$ cat config.mk
export PLATFORM = sky130hd
export DESIGN_NAME = pair_triple_arbiter_flat
export DESIGN_NICKNAME = d
export VERILOG_FILES = /design/src/rtl/pair_triple_arbiter_if.sv /design/src/rtl/pair_triple_arbiter.sv /design/src/flat_wrapper.sv
export SDC_FILE = /design/constraint.sdc
export NUM_CORES = 1
export LEC_CHECK = 0
export BUFFER_PORTS_ARGS = -buffer_cell sky130_fd_sc_hd__buf_2
export CAP_MARGIN = 25
export CORE_UTILIZATION = 46
export DETAILED_ROUTE_END_ITERATION = 7
export PLACE_DENSITY = 0.77
export SLEW_MARGIN = 5
export SYNTH_ARGS = -nofsm -noshare
export SYNTH_HDL_FRONTEND = slang
export SYNTH_SLANG_ARGS = --single-unit
$ cat constraint.sdc
create_clock -name clk -period 2.25 [get_ports clk]
set_input_delay 0.3375 -clock clk [delete_from_list [all_inputs] [get_ports clk]]
set_output_delay 0.3375 -clock clk [all_outputs]
set_load 0.02 [all_outputs]
$ cat src/rtl/pair_triple_arbiter_if.sv
// Requester and response handshake bundle for pair_triple_arbiter.
// master = requesters plus consumer (the environment); slave = the arbiter.
interface pair_triple_arbiter_if #(
  parameter int NREQ = 4,
  parameter int IDW  = 2
);
  logic [NREQ-1:0]   req_val;
  logic [NREQ-1:0]   req_rdy;
  logic [3*NREQ-1:0] req_bits;
  logic              resp_val;
  logic              resp_rdy;
  logic              resp_out;
  logic [IDW-1:0]    resp_id;
  logic [7:0]        svc_count;

  modport master (
    output req_val, req_bits, resp_rdy,
    input  req_rdy, resp_val, resp_out, resp_id, svc_count
  );

  modport slave (
    input  req_val, req_bits, resp_rdy,
    output req_rdy, resp_val, resp_out, resp_id, svc_count
  );
endinterface

$ cat src/rtl/pair_triple_arbiter.sv
// Round-robin arbiter that shares one "two-of-three" detector between NREQ
// requesters. Each result is tagged with its requester index and held in a
// single-entry response buffer. The buffer can drain and refill on the same edge.
module pair_triple_arbiter #(
  parameter int NREQ = 4,
  parameter int IDW  = 2
) (
  input  logic                  clk,
  input  logic                  rst_n,
  pair_triple_arbiter_if.slave  bus
);

  typedef enum logic {EMPTY = 1'b0, FULL = 1'b1} state_t;

  localparam logic [IDW:0] NREQ_W = (IDW+1)'(NREQ);

  state_t         state_q, state_d;
  logic           out_q, out_d;
  logic [IDW-1:0] id_q, id_d;
  logic [IDW-1:0] ptr_q, ptr_d;
  logic [7:0]     cnt_q, cnt_d;

  logic [IDW:0]   sum_w    [NREQ];
  logic [IDW-1:0] cand_idx [NREQ];
  logic [2:0]     votes    [NREQ];

  logic           can_accept;
  logic           gnt_any;
  logic [IDW-1:0] gnt_idx;
  logic           xfer;
  logic [2:0]     vote;
  logic           det;

  // Scan order starting at the priority pointer, plus the per-requester votes.
  for (genvar gi = 0; gi < NREQ; gi++) begin : g_scan
    assign sum_w[gi]    = {1'b0, ptr_q} + (IDW+1)'(gi);
    assign cand_idx[gi] = (sum_w[gi] >= NREQ_W) ? IDW'(sum_w[gi] - NREQ_W)
                                                : IDW'(sum_w[gi]);
    assign votes[gi]    = bus.req_bits[3*gi +: 3];
  end

  // The buffer accepts a new entry when it is empty, or when it drains this cycle.
  assign can_accept = (state_q == EMPTY) | ((state_q == FULL) & bus.resp_rdy);

  // Select the first valid requester in rotated order. The loop runs backwards
  // so that the entry closest to the pointer overwrites the others and wins.
  always_comb begin
    gnt_any = 1'b0;
    gnt_idx = '0;
    for (int k = NREQ - 1; k >= 0; k--) begin
      if (bus.req_val[cand_idx[k]]) begin
        gnt_any = 1'b1;
        gnt_idx = cand_idx[k];
      end
    end
  end

  // rst_n gates the grant because reset holds the state at EMPTY, which would
  // otherwise allow a grant while reset is active.
  assign xfer        = gnt_any & can_accept & rst_n;
  assign bus.req_rdy = xfer ? (NREQ'(1) << gnt_idx) : '0;

  assign vote = votes[gnt_idx];
  assign det  = (vote[0] & vote[1]) | ((vote[0] | vote[1]) & vote[2]);

  // Next state for the buffer FSM, the pointer and the service counter.
  always_comb begin
    state_d = state_q;
    out_d   = out_q;
    id_d    = id_q;
    ptr_d   = ptr_q;
    cnt_d   = cnt_q;
    case (state_q)
      EMPTY: if (xfer) state_d = FULL;
      FULL:  if (bus.resp_rdy && !xfer) state_d = EMPTY;
      default: state_d = EMPTY;
    endcase
    if (xfer) begin
      out_d = det;
      id_d  = gnt_idx;
      ptr_d = (gnt_idx == IDW'(NREQ - 1)) ? '0 : gnt_idx + 1'b1;
      cnt_d = cnt_q + 8'd1;
    end
  end

  // State registers. Reset discards any pending response immediately.
  always_ff @(posedge clk or negedge rst_n) begin
    if (!rst_n) begin
      state_q <= EMPTY;
      out_q   <= 1'b0;
      id_q    <= '0;
      ptr_q   <= '0;
      cnt_q   <= 8'd0;
    end else begin
      state_q <= state_d;
      out_q   <= out_d;
      id_q    <= id_d;
      ptr_q   <= ptr_d;
      cnt_q   <= cnt_d;
    end
  end

  assign bus.resp_val  = (state_q == FULL);
  assign bus.resp_out  = out_q;
  assign bus.resp_id   = id_q;
  assign bus.svc_count = cnt_q;

endmodule

$ cat src/flat_wrapper.sv
// flat-port wrapper written by rule: the top's interface ports become plain ports
module pair_triple_arbiter_flat 
#(
  parameter int NREQ = 4,
  parameter int IDW  = 2
)
  (clk, rst_n, bus_req_val, bus_req_bits, bus_resp_rdy, bus_req_rdy, bus_resp_val, bus_resp_out, bus_resp_id, bus_svc_count);
  pair_triple_arbiter_if #(.NREQ(NREQ), .IDW(IDW)) bus_i ();
  input  logic clk;
  input  logic rst_n;
  input wire logic [$bits(bus_i.req_val)-1:0] bus_req_val;
  input wire logic [$bits(bus_i.req_bits)-1:0] bus_req_bits;
  input wire logic [$bits(bus_i.resp_rdy)-1:0] bus_resp_rdy;
  output wire logic [$bits(bus_i.req_rdy)-1:0] bus_req_rdy;
  output wire logic [$bits(bus_i.resp_val)-1:0] bus_resp_val;
  output wire logic [$bits(bus_i.resp_out)-1:0] bus_resp_out;
  output wire logic [$bits(bus_i.resp_id)-1:0] bus_resp_id;
  output wire logic [$bits(bus_i.svc_count)-1:0] bus_svc_count;
  assign bus_i.req_val = bus_req_val;
  assign bus_i.req_bits = bus_req_bits;
  assign bus_i.resp_rdy = bus_resp_rdy;
  assign bus_req_rdy = bus_i.req_rdy;
  assign bus_resp_val = bus_i.resp_val;
  assign bus_resp_out = bus_i.resp_out;
  assign bus_resp_id = bus_i.resp_id;
  assign bus_svc_count = bus_i.svc_count;
  pair_triple_arbiter #(.NREQ(NREQ), .IDW(IDW)) u_core (.clk(clk), .rst_n(rst_n), .bus(bus_i));
endmodule
### Word-level counts from Yosys, hierarchy flattened

Cells that the tools add are included.

* register bits after elaboration: 14
* bits in latches: 0
* bits in writable memories: 0
* ROM bits: 0
* input bits: 19
* output and inout bits: 16
* logic and storage cells: 65
* memories: 0

* add/sub/neg operators: 9
* multipliers: 0
* div/mod/pow operators: 0
* magnitude comparators: 9
* eq/ne operators: 1
* shift operators: 1
* muxes and demuxes: 28
* bitwise operators: 10
* reduce and logical (&&, ||, !) cells: 2

Operators by type and width (number)
* $mux 2: 9
* $ge 3x3->1 const B: 4
* $lt 2x3->1 const B: 4
* $mux 1: 10
* $add 8x1->8 const B: 1
* $bmux 1 s2: 4
* $sub 2x1->2 const B: 4
* $add 2x2->3 const B: 2
* $bmux 3 s2: 1
* $mux 3: 2
* $and 1x1->1: 5
* $mux 4: 1
* $shl 1x2->4 const A: 1
* $add 2x1->3 const B: 1
* $ge 2x3->1 const B: 1
* $not 2->3: 1
* $or 1x1->1: 3
* $add 2x1->2 const B: 1
* $eq 2x2->1 const B: 1
* $pmux 1 s2: 1
* $logic_and 1x1->1: 1
* $logic_not 1->1: 1
* $not 1->1: 1

### Depth between registers and ports, before layout

Gate-level depths: netlist (run 1).

* depth after elaboration: 16
* mapped depth: 8
* gate-level depth less buffers: 8

### Worst setup path before layout (run 1)

No wires, ideal clock.

* kind: flip-flop to output port
* from: register u_core.ptr_q[1]
* to: output port bus_req_rdy[0]
* arrival: 1490 ps
* required time: 1913 ps
* setup slack: 422 ps
* cell stages (with the launch flop): 7
* buffers on the path: 1
* path through: dfrtp_1 > o211a_1 > a311oi_2 > buf_6 > inv_1 > ha_1 > and2_1

* elaborated cells between the ends (all ways): 35
* classes of those cells: add/sub: 7; order compare: 4; shift: 1; mux: 21; bitwise: 2

RTL lines
* from (decl): RTL line pair_triple_arbiter.sv:20 `logic [IDW-1:0] ptr_q, ptr_d;`
* from (signal assigned): RTL line pair_triple_arbiter.sv:98 `ptr_q <= ptr_d;`
* $add 2x2->3: RTL line pair_triple_arbiter.sv:36 `assign sum_w[gi] = {1'b0, ptr_q} + (IDW+1)'(gi);`
* $ge 3x3->1 / $sub 2x1->2 (equally long branches): RTL line pair_triple_arbiter.sv:37 `assign cand_idx[gi] = (sum_w[gi] >= NREQ_W) ? IDW'(sum_w[gi] - NREQ_W)`
* $mux 2: RTL line pair_triple_arbiter.sv:37
* $bmux 1 s2: RTL line pair_triple_arbiter.sv:51 `if (bus.req_val[cand_idx[k]]) begin`
* $mux 1 (implied by the code): RTL line pair_triple_arbiter.sv:51
* $mux 2 (3 in a row): RTL line pair_triple_arbiter.sv:51
* $mux 2 (*): RTL line pair_triple_arbiter.sv:51
* via u_core.gnt_idx[0]: RTL line pair_triple_arbiter.sv:29 `logic [IDW-1:0] gnt_idx;`
* $shl 1x2->4 (*): RTL line pair_triple_arbiter.sv:61 `assign bus.req_rdy = xfer ? (NREQ'(1) << gnt_idx) : '0;`
* $mux 4 (*): RTL line pair_triple_arbiter.sv:61
* to (decl): RTL line flat_wrapper.sv:14 `output wire logic [$bits(bus_i.req_rdy)-1:0] bus_req_rdy;`

Mark *: on every way through the listed nets, which the timed path passes. The rest lies on a longest branch. The select of a mux whose other input is x is not followed.

### Worst setup path in the final report (run 1)

* from: register u_core.ptr_q[1]
* to: output port bus_req_rdy[0]

* longest elaborated chain between the ends: 12
* elaborated cells between the ends (all ways): 35
* classes of those cells: add/sub: 7; order compare: 4; shift: 1; mux: 21; bitwise: 2

RTL lines
* $add 2x2->3: RTL line pair_triple_arbiter.sv:36
* $ge 3x3->1 / $sub 2x1->2 (equally long branches): RTL line pair_triple_arbiter.sv:37
* $mux 2: RTL line pair_triple_arbiter.sv:37
* $bmux 1 s2: RTL line pair_triple_arbiter.sv:51
* $mux 1 (implied by the code): RTL line pair_triple_arbiter.sv:51
* $mux 1 (4 in a row): RTL line pair_triple_arbiter.sv:51
* $and 1x1->1 (2 in a row): RTL line pair_triple_arbiter.sv:60 `assign xfer = gnt_any & can_accept & rst_n;`
* $mux 4 (*): RTL line pair_triple_arbiter.sv:61

Mark *: on every way between the ends. The rest lies on a longest branch, timed or not. The select of a mux whose other input is x is not followed.

==> results.sh, run 1 <==
export IMPL_cts_sink_count=14
export IMPL_dp_final_hpwl_um=1276
export IMPL_die_area_sq_mm=0.001989
export IMPL_worstMarginPinSlew_ps=600.1
export IMPL_drtAntennaViolNets=0
export IMPL_post_route_period_util_pct=99.19
export IMPL_relSlewSlack_pct=59.91
export IMPL_antenna_cells=0
export IMPL_routedWlPerCell_um=11.39
export IMPL_nets=153
export IMPL_grt_pass1_wl_um=2808
export IMPL_syn2layout_area_growth_pct=37.78
export IMPL_antenna_found_initial=0
export IMPL_grt_max_degree=15
export IMPL_drtPass1Iterations=6
export IMPL_cp_max_fo=6
export IMPL_avgSynthCellArea_sq_um=9.704
export IMPL_drt_initial_drc_count=10
export IMPL_start_util_pct=48.86
export IMPL_final_cell_mix="buf_2 (31), nand2_1 (15), dfrtp_1 (13)"
export IMPL_cp_start_kind="flip-flop"
export IMPL_powerDensity_mw_per_mm2=1057
export IMPL_synth_seq_cells=14
export IMPL_rsz0062_at_grt="true"
export IMPL_placed_cells=145
export IMPL_final_common_cell="buf_2"
export IMPL_num_rows=15
export IMPL_finalClockSkew_ps=3.855
export IMPL_drc_errors=0
export IMPL_numCtsBuffers=3
export IMPL_status="finished clean"
export IMPL_regArea_sq_um=351.6
export IMPL_end_kind="output pin"
export IMPL_cp_required_ps=1910
export IMPL_hold_buffers=0
export IMPL_final_cells=152
export IMPL_setup_viol=0
export IMPL_drv_cap=0
export IMPL_fp_coreArea_sq_mm=0.001708
export IMPL_multiInputGateArea_sq_um=479.2
export IMPL_grt_use_total_pct=19.25
export IMPL_yosysWarnings=0
export IMPL_nFillCells=135
export IMPL_synth_cells=86
export IMPL_globalRouteOverflowTotal=0
export IMPL_netlist_area_sq_um=834.6
export IMPL_p_leak_uw=0.0006078
export IMPL_vias_per_cell=4.868
export IMPL_ys_types=26
export IMPL_max_freq_ghz=0.4481
export IMPL_irDropWorstVdd_v=0.0005563
export IMPL_die_w_um=44.60
export IMPL_place_congestion=0.7604
export IMPL_worstSkewPairLatency_ps=280
export IMPL_cts_root_buffer="clkbuf_4"
export IMPL_dpl_instance_area_sq_mm=0.001040
export IMPL_hold_viol_final=0
export IMPL_place_ws_ps=214.5
export IMPL_cts_buffer_depth=2
export IMPL_ioPinCount=35
export IMPL_layout_setup_ws_ps=18.32
export IMPL_finalInstanceArea_sq_mm=0.001150
export IMPL_port_buffer_count=34
export IMPL_grt_pass1_vias=707
export IMPL_min_period_ps=2232
export IMPL_synth_fp_nets=110
export IMPL_path_class="flip-flop to output pin"
export IMPL_routed_via_count=740
export IMPL_drv_slew=0
export IMPL_cts_tree="built"
export IMPL_hp_class="input port to asynchronous set/reset pin"
export IMPL_clkTransAtPathRegs_ps=80
export IMPL_critPathArrivalTime_ps=1890
export IMPL_fp_dieH_um=44.60
export IMPL_final_layout_size_suffix_gt1_share_pct=42.52
export IMPL_cts_htree_levels=1
export IMPL_drt_wl_total_um=1731
export IMPL_synth_yosys_seq_area_share_pct=41.98
[timing repair]
| action | 4_1_cts | 5_1_grt |
|---|---|---|
| pin swaps | 1 | 3 |
| setup buffers | 1 | 3 |
| resized for setup | 2 | 12 |
| endpoints found under the setup margin | 2 | 3 |
[routing by layer]
layer  wire length, um  track usage (%)  vias up
met1               765            21.07      337
met5                 0                0        -
met2               876            36.18       26
met4                15            7.273        0
met3                74            3.673        2
li1                  -                -      375
[power breakdown]
part	switching, uW	leakage (uW)	internal [uW]
combinational	340	0.000420	300
sequential	94.3	0.000174	343
clock	76.4	0.0000138	62.1
total	511	0.000608	704
[through the flow]
stage	total power (uW)	util [%]	setup TNS (ps)	hold WS (ps)
after global routing	1308	67.33	-200.1	13.00
after CTS	1138	63.37	0	9.008
after detailed placement	974.3	60.88	0	306.8
after floorplan	807.1	-	0	41.91
final	1215	67.33	0	2.843
after global placement	950.4	60.88	0	303.4
[final timing paths]
check / startpoint / endpoint / slack [ps] / depth (start not counted)
max: u_core.ptr_q[1] / bus_req_rdy[0] / 20 / 6
min: rst_n / u_core.bus.svc_count[3] / 3 / 2
max reg2reg: u_core.ptr_q[1] / u_core.bus.resp_out / 180 / 8
min reg2reg: u_core.bus.svc_count[7] / u_core.bus.svc_count[7] / 480 / 1
max in group asynchronous: rst_n / u_core.ptr_q[1] / 2070 / 2
min in group clk: rst_n / u_core.bus.resp_val / 350 / 3
[registers in the layout, indices dropped and copies added (netlist names)]
signal and count:
u_core.bus.resp_id 2, u_core.bus.resp_out 1, u_core.bus.resp_val 1, u_core.bus.svc_count 8, u_core.ptr_q 2
[cells by family after synthesis]
group	after synthesis	share of synthesized area, %
compound gates	13	10.34
buf+inv	6	3.598
xor+xnor	7	7.346
fa+ha+maj	5	7.496
flops	14	41.98
mux	9	10.80
simple gates	32	18.44
[synth_stat cells (all sizes together)]
library cell,number,share of area (%)
o211a,1,1.2
ha,5,7.5
nand2b,3,2.2
and3,1,0.75
and2,4,3.0
o41ai,1,1.0
nand3,2,1.2
buf,1,1.3
inv,3,1.3
nor2,3,1.3
o31ai,1,0.90
a21oi,3,1.8
nand4,1,0.75
xor2,3,3.1
dfrtp,14,42
nand3b,1,0.90
o21ai,6,3.6
nand2,16,7.5
clkbuf,2,0.90
a311oi,1,1.8
xnor2,4,4.2
nor2b,1,0.75
mux2i,9,11
[layout make-up]
class,count,share of cell area (%)
flip-flops and latches,14,30.58
well taps,25,2.720
clock buffers,3,1.959
multi-input cells,66,41.68
inverters,3,0.9793
repair buffers,41,22.09
[critical path: stages, from the launching register on]
cell      delay (ps)
dfrtp_2          460
o211a_1          260
a311oi_4         360
inv_2             90
ha_2             170
and2_1           140
buf_6            130
(Power assumes the default switching activity.)
==> run 2, diff against run 1 <==
ABC_AREA = 1   (was not set)
CORE_UTILIZATION = 49   (was 46)
PLACE_DENSITY = 0.78   (was 0.77)
==> run 2 against run 1 <==
The run now ends with negative setup slack left. Clock power grew 42%. Count of clock-buffer cells in the layout up 1. Register-to-register slack worse by 140 ps. Worst hold slack improved by 250 ps. Clock skew down 3.1 ps. Maximum frequency is 8.4% lower.
==> results.sh, run 2 <==
export IMPL_cts_root_buffer="clkbuf_4"
export IMPL_routedWlPerCell_um=17.80
export IMPL_drc_errors=0
export IMPL_cts_buffer_depth=2
export IMPL_cp_start_kind="flip-flop"
export IMPL_netlist_area_sq_mm=0.001023
export IMPL_cts_htree_levels=1
export IMPL_p_leak_uw=0.0009164
export IMPL_grt_busiest_layer="met2"
export IMPL_yosysWarnings=0
export IMPL_rr_endpoint="u_core.bus.svc_count[7]"
export IMPL_hold_viol_final=0
export IMPL_cp_max_fo=6
export IMPL_synth_cells=150
export IMPL_fin_setup_tns_ps=-708.0
export IMPL_hold_path_depth=2
export IMPL_hp_class="input port to flip-flop"
export IMPL_post_route_period_util_pct=108.3
export IMPL_yosys_top_cells_count="nand2_1 (57), nand3_1 (16), inv_1 (15), dfrtp_1 (14), nor2_1 (13)"
export IMPL_fp_coreArea_sq_mm=0.001962
export IMPL_grt_pass1_wl_um=4588
export IMPL_final_common_cell="nand2_1"
export IMPL_synth_yosys_seq_area_share_pct=34.23
export IMPL_final_layout_size_suffix_gt1_share_pct=51.92
export IMPL_die_w_um=47.70
export IMPL_avgSynthCellArea_sq_um=6.823
export IMPL_finalClockSkew_ps=0.7208
export IMPL_hold_end="u_core.bus.resp_val"
export IMPL_num_rows=16
export IMPL_setup_viol=4
export IMPL_globalRouteMet1Util_pct=33.49
export IMPL_largest_reg_flops=8
export IMPL_hp_start="bus_resp_rdy"
export IMPL_path_class="flip-flop to output pin"
export IMPL_drv_cap=0
export IMPL_drt_wl_total_um=4183
export IMPL_reg2reg_from="u_core.ptr_q[0]"
export IMPL_start_util_pct=52.17
export IMPL_grt_pass1_vias=1086
export IMPL_syn2layout_area_growth_pct=68.46
export IMPL_place_ws_ps=34.76
export IMPL_synth_top_area_share_pct=34.23
export IMPL_port_buffer_count=34
export IMPL_use_met2_pct=51.35
export IMPL_synth_seq_cells=14
export IMPL_ys_top_cells_by_area="dfrtp_1 (34%), nand2_1 (21%), nand3_1 (7.8%)"
export IMPL_met3_usage_pct=6.792
export IMPL_final_cell_mix="nand2_1 (38), buf_2 (30), buf_4 (20)"
export IMPL_relSlewSlack_pct=84.85
export IMPL_synthArstFlopShare_pct=100.0
export IMPL_drv_slew=0
export IMPL_grt_use_total_pct=29.36
export IMPL_clkTransAtPathRegs_ps=90
export IMPL_violations="negative setup slack"
export IMPL_worstMarginPinSlew_ps=226.1
export IMPL_fp_dieH_um=47.70
export IMPL_numCtsBuffers=3
export IMPL_antenna_found_initial=0
export IMPL_routed_via_count=1350
export IMPL_cts_sink_count=14
export IMPL_ioPinCount=35
export IMPL_critPathArrivalTime_ps=2100
export IMPL_status="finished, violations left"
export IMPL_grt_max_degree=15
export IMPL_drtPass1Iterations=4
export IMPL_reg2reg_slack_ps=40
export IMPL_irDropWorstVdd_v=0.001444
export IMPL_synth_top_area_cell="dfrtp_1"
export IMPL_worstSkewPairLatency_ps=300
export IMPL_synth_edf_count=0
export IMPL_rsz0062_at_grt="true"
export IMPL_synth_most_common_cell="nand2_1"
export IMPL_layout_setup_ws_ps=-187.5
export IMPL_min_period_ps=2437
export IMPL_end_kind="output pin"
export IMPL_antenna_cells=0
export IMPL_cp_required_ps=1910
export IMPL_vias_per_cell=5.745
export IMPL_dp_final_hpwl_um=1914
export IMPL_die_area_sq_mm=0.002275
export IMPL_powerDensity_mw_per_mm2=1893
export IMPL_r2r_cells=11
export IMPL_place_congestion=0.8013
export IMPL_max_freq_ghz=0.4103
export IMPL_cts_tree="built"
export IMPL_globalRouteOverflowTotal=0
export IMPL_nets=233
export IMPL_synth_main_ff_cell="dfrtp_1"
export IMPL_drt_initial_drc_count=59
export IMPL_ys_types=20
export IMPL_synth_fp_nets=174
export IMPL_drtAntennaViolNets=0
run 2: cell types whose count changed in the layout (fill, tap and decap cells not counted), sizes merged, moves of 3 or more:
cell / change
nand2: +46
and2: -4
nor2: +10
nand2b: -3
mux2i: -9
inv: +14
nand3: +17
buf: +13
run 2: worst max-delay path by stage:
| stage | from | end | slack, ps | cells past startpoint |
|---|---|---|---|---|
| after floorplan | u_core.ptr_q[0] | bus_req_rdy[3] | 130 | 10 |
| after global placement | u_core.ptr_q[0] | bus_req_rdy[3] | 130 | 13 |
| after detailed placement | u_core.ptr_q[0] | bus_req_rdy[3] | 30 | 13 |
| after CTS | u_core.ptr_q[0] | bus_req_rdy[2] | -70 | 12 |
| after global routing | u_core.ptr_q[0] | bus_req_rdy[1] | -270 | 12 |
| final | u_core.ptr_q[0] | bus_req_rdy[3] | -190 | 12 |
run 2: repair_timing:
action,4_1_cts,5_1_grt
endpoints found under the setup margin,4,4
resized for setup,46,37
setup buffers,13,3
hold buffers,1,0
pin swaps,21,17
endpoints found under the hold margin,14,0
run 2: layout make-up:
class | count | area (sq um)
Sequential cell | 14 | 352.8
Fill cell | 101 | 237.7
Tap cell | 27 | 33.78
Timing Repair Buffer | 55 | 355.3
Multi-Input combinational cell | 118 | 864.6
Clock buffer | 4 | 36.28
Inverter | 17 | 81.33
run 2: stage by stage:
step / utilization, % / cell area [sq um] / cells / hold WS [ps] / power [uW]
after CTS: 79.34 / 1556 / 232 / 234.6 / 2674
after global placement: 63.84 / 1252 / 214 / 294.5 / 1804
after global routing: 87.88 / 1724 / 235 / 264.5 / 3463
final: 87.88 / 1724 / 235 / 255.7 / 3264
after detailed placement: 63.84 / 1252 / 214 / 302.2 / 1869
after floorplan: - / 1023 / 150 / 41.91 / 1469
run 2: layer usage:
layer	up-vias	part of all wire [%]	wire, um
met2	98	50	2072
li1	589	-	-
met5	-	0	0
met4	0	7.0	293
met1	629	37	1545
met3	34	6.5	270
run 2: logic make-up (layout without fill, tap and decap cells):
family / count (synthesis) / after routing / share of synthesized area [%]
fa+ha+maj: 5 / 5 / 6.112
flops: 14 / 14 / 34.23
buf+inv: 18 / 76 / 6.723
compound gates: 10 / 10 / 5.379
xor+xnor: 7 / 7 / 5.990
simple gates: 96 / 96 / 41.57
run 2: where the power goes:
group	internal, uW	switching [uW]
Clock	98.9	97.3
Sequential	359	139
Combinational	1050	1520
run 2: worst max-delay path, cell delays in order, from the launching register on:
cell and delay [ps]:
dfrtp_2 500, buf_6 160, nand2_2 80, nand2_2 90, nand2_4 90, nand3_2 90, o21ai_2 160, a21boi_2 80
buf_4 150, ha_4 160, inv_2 60, nor2_2 40, buf_6 130
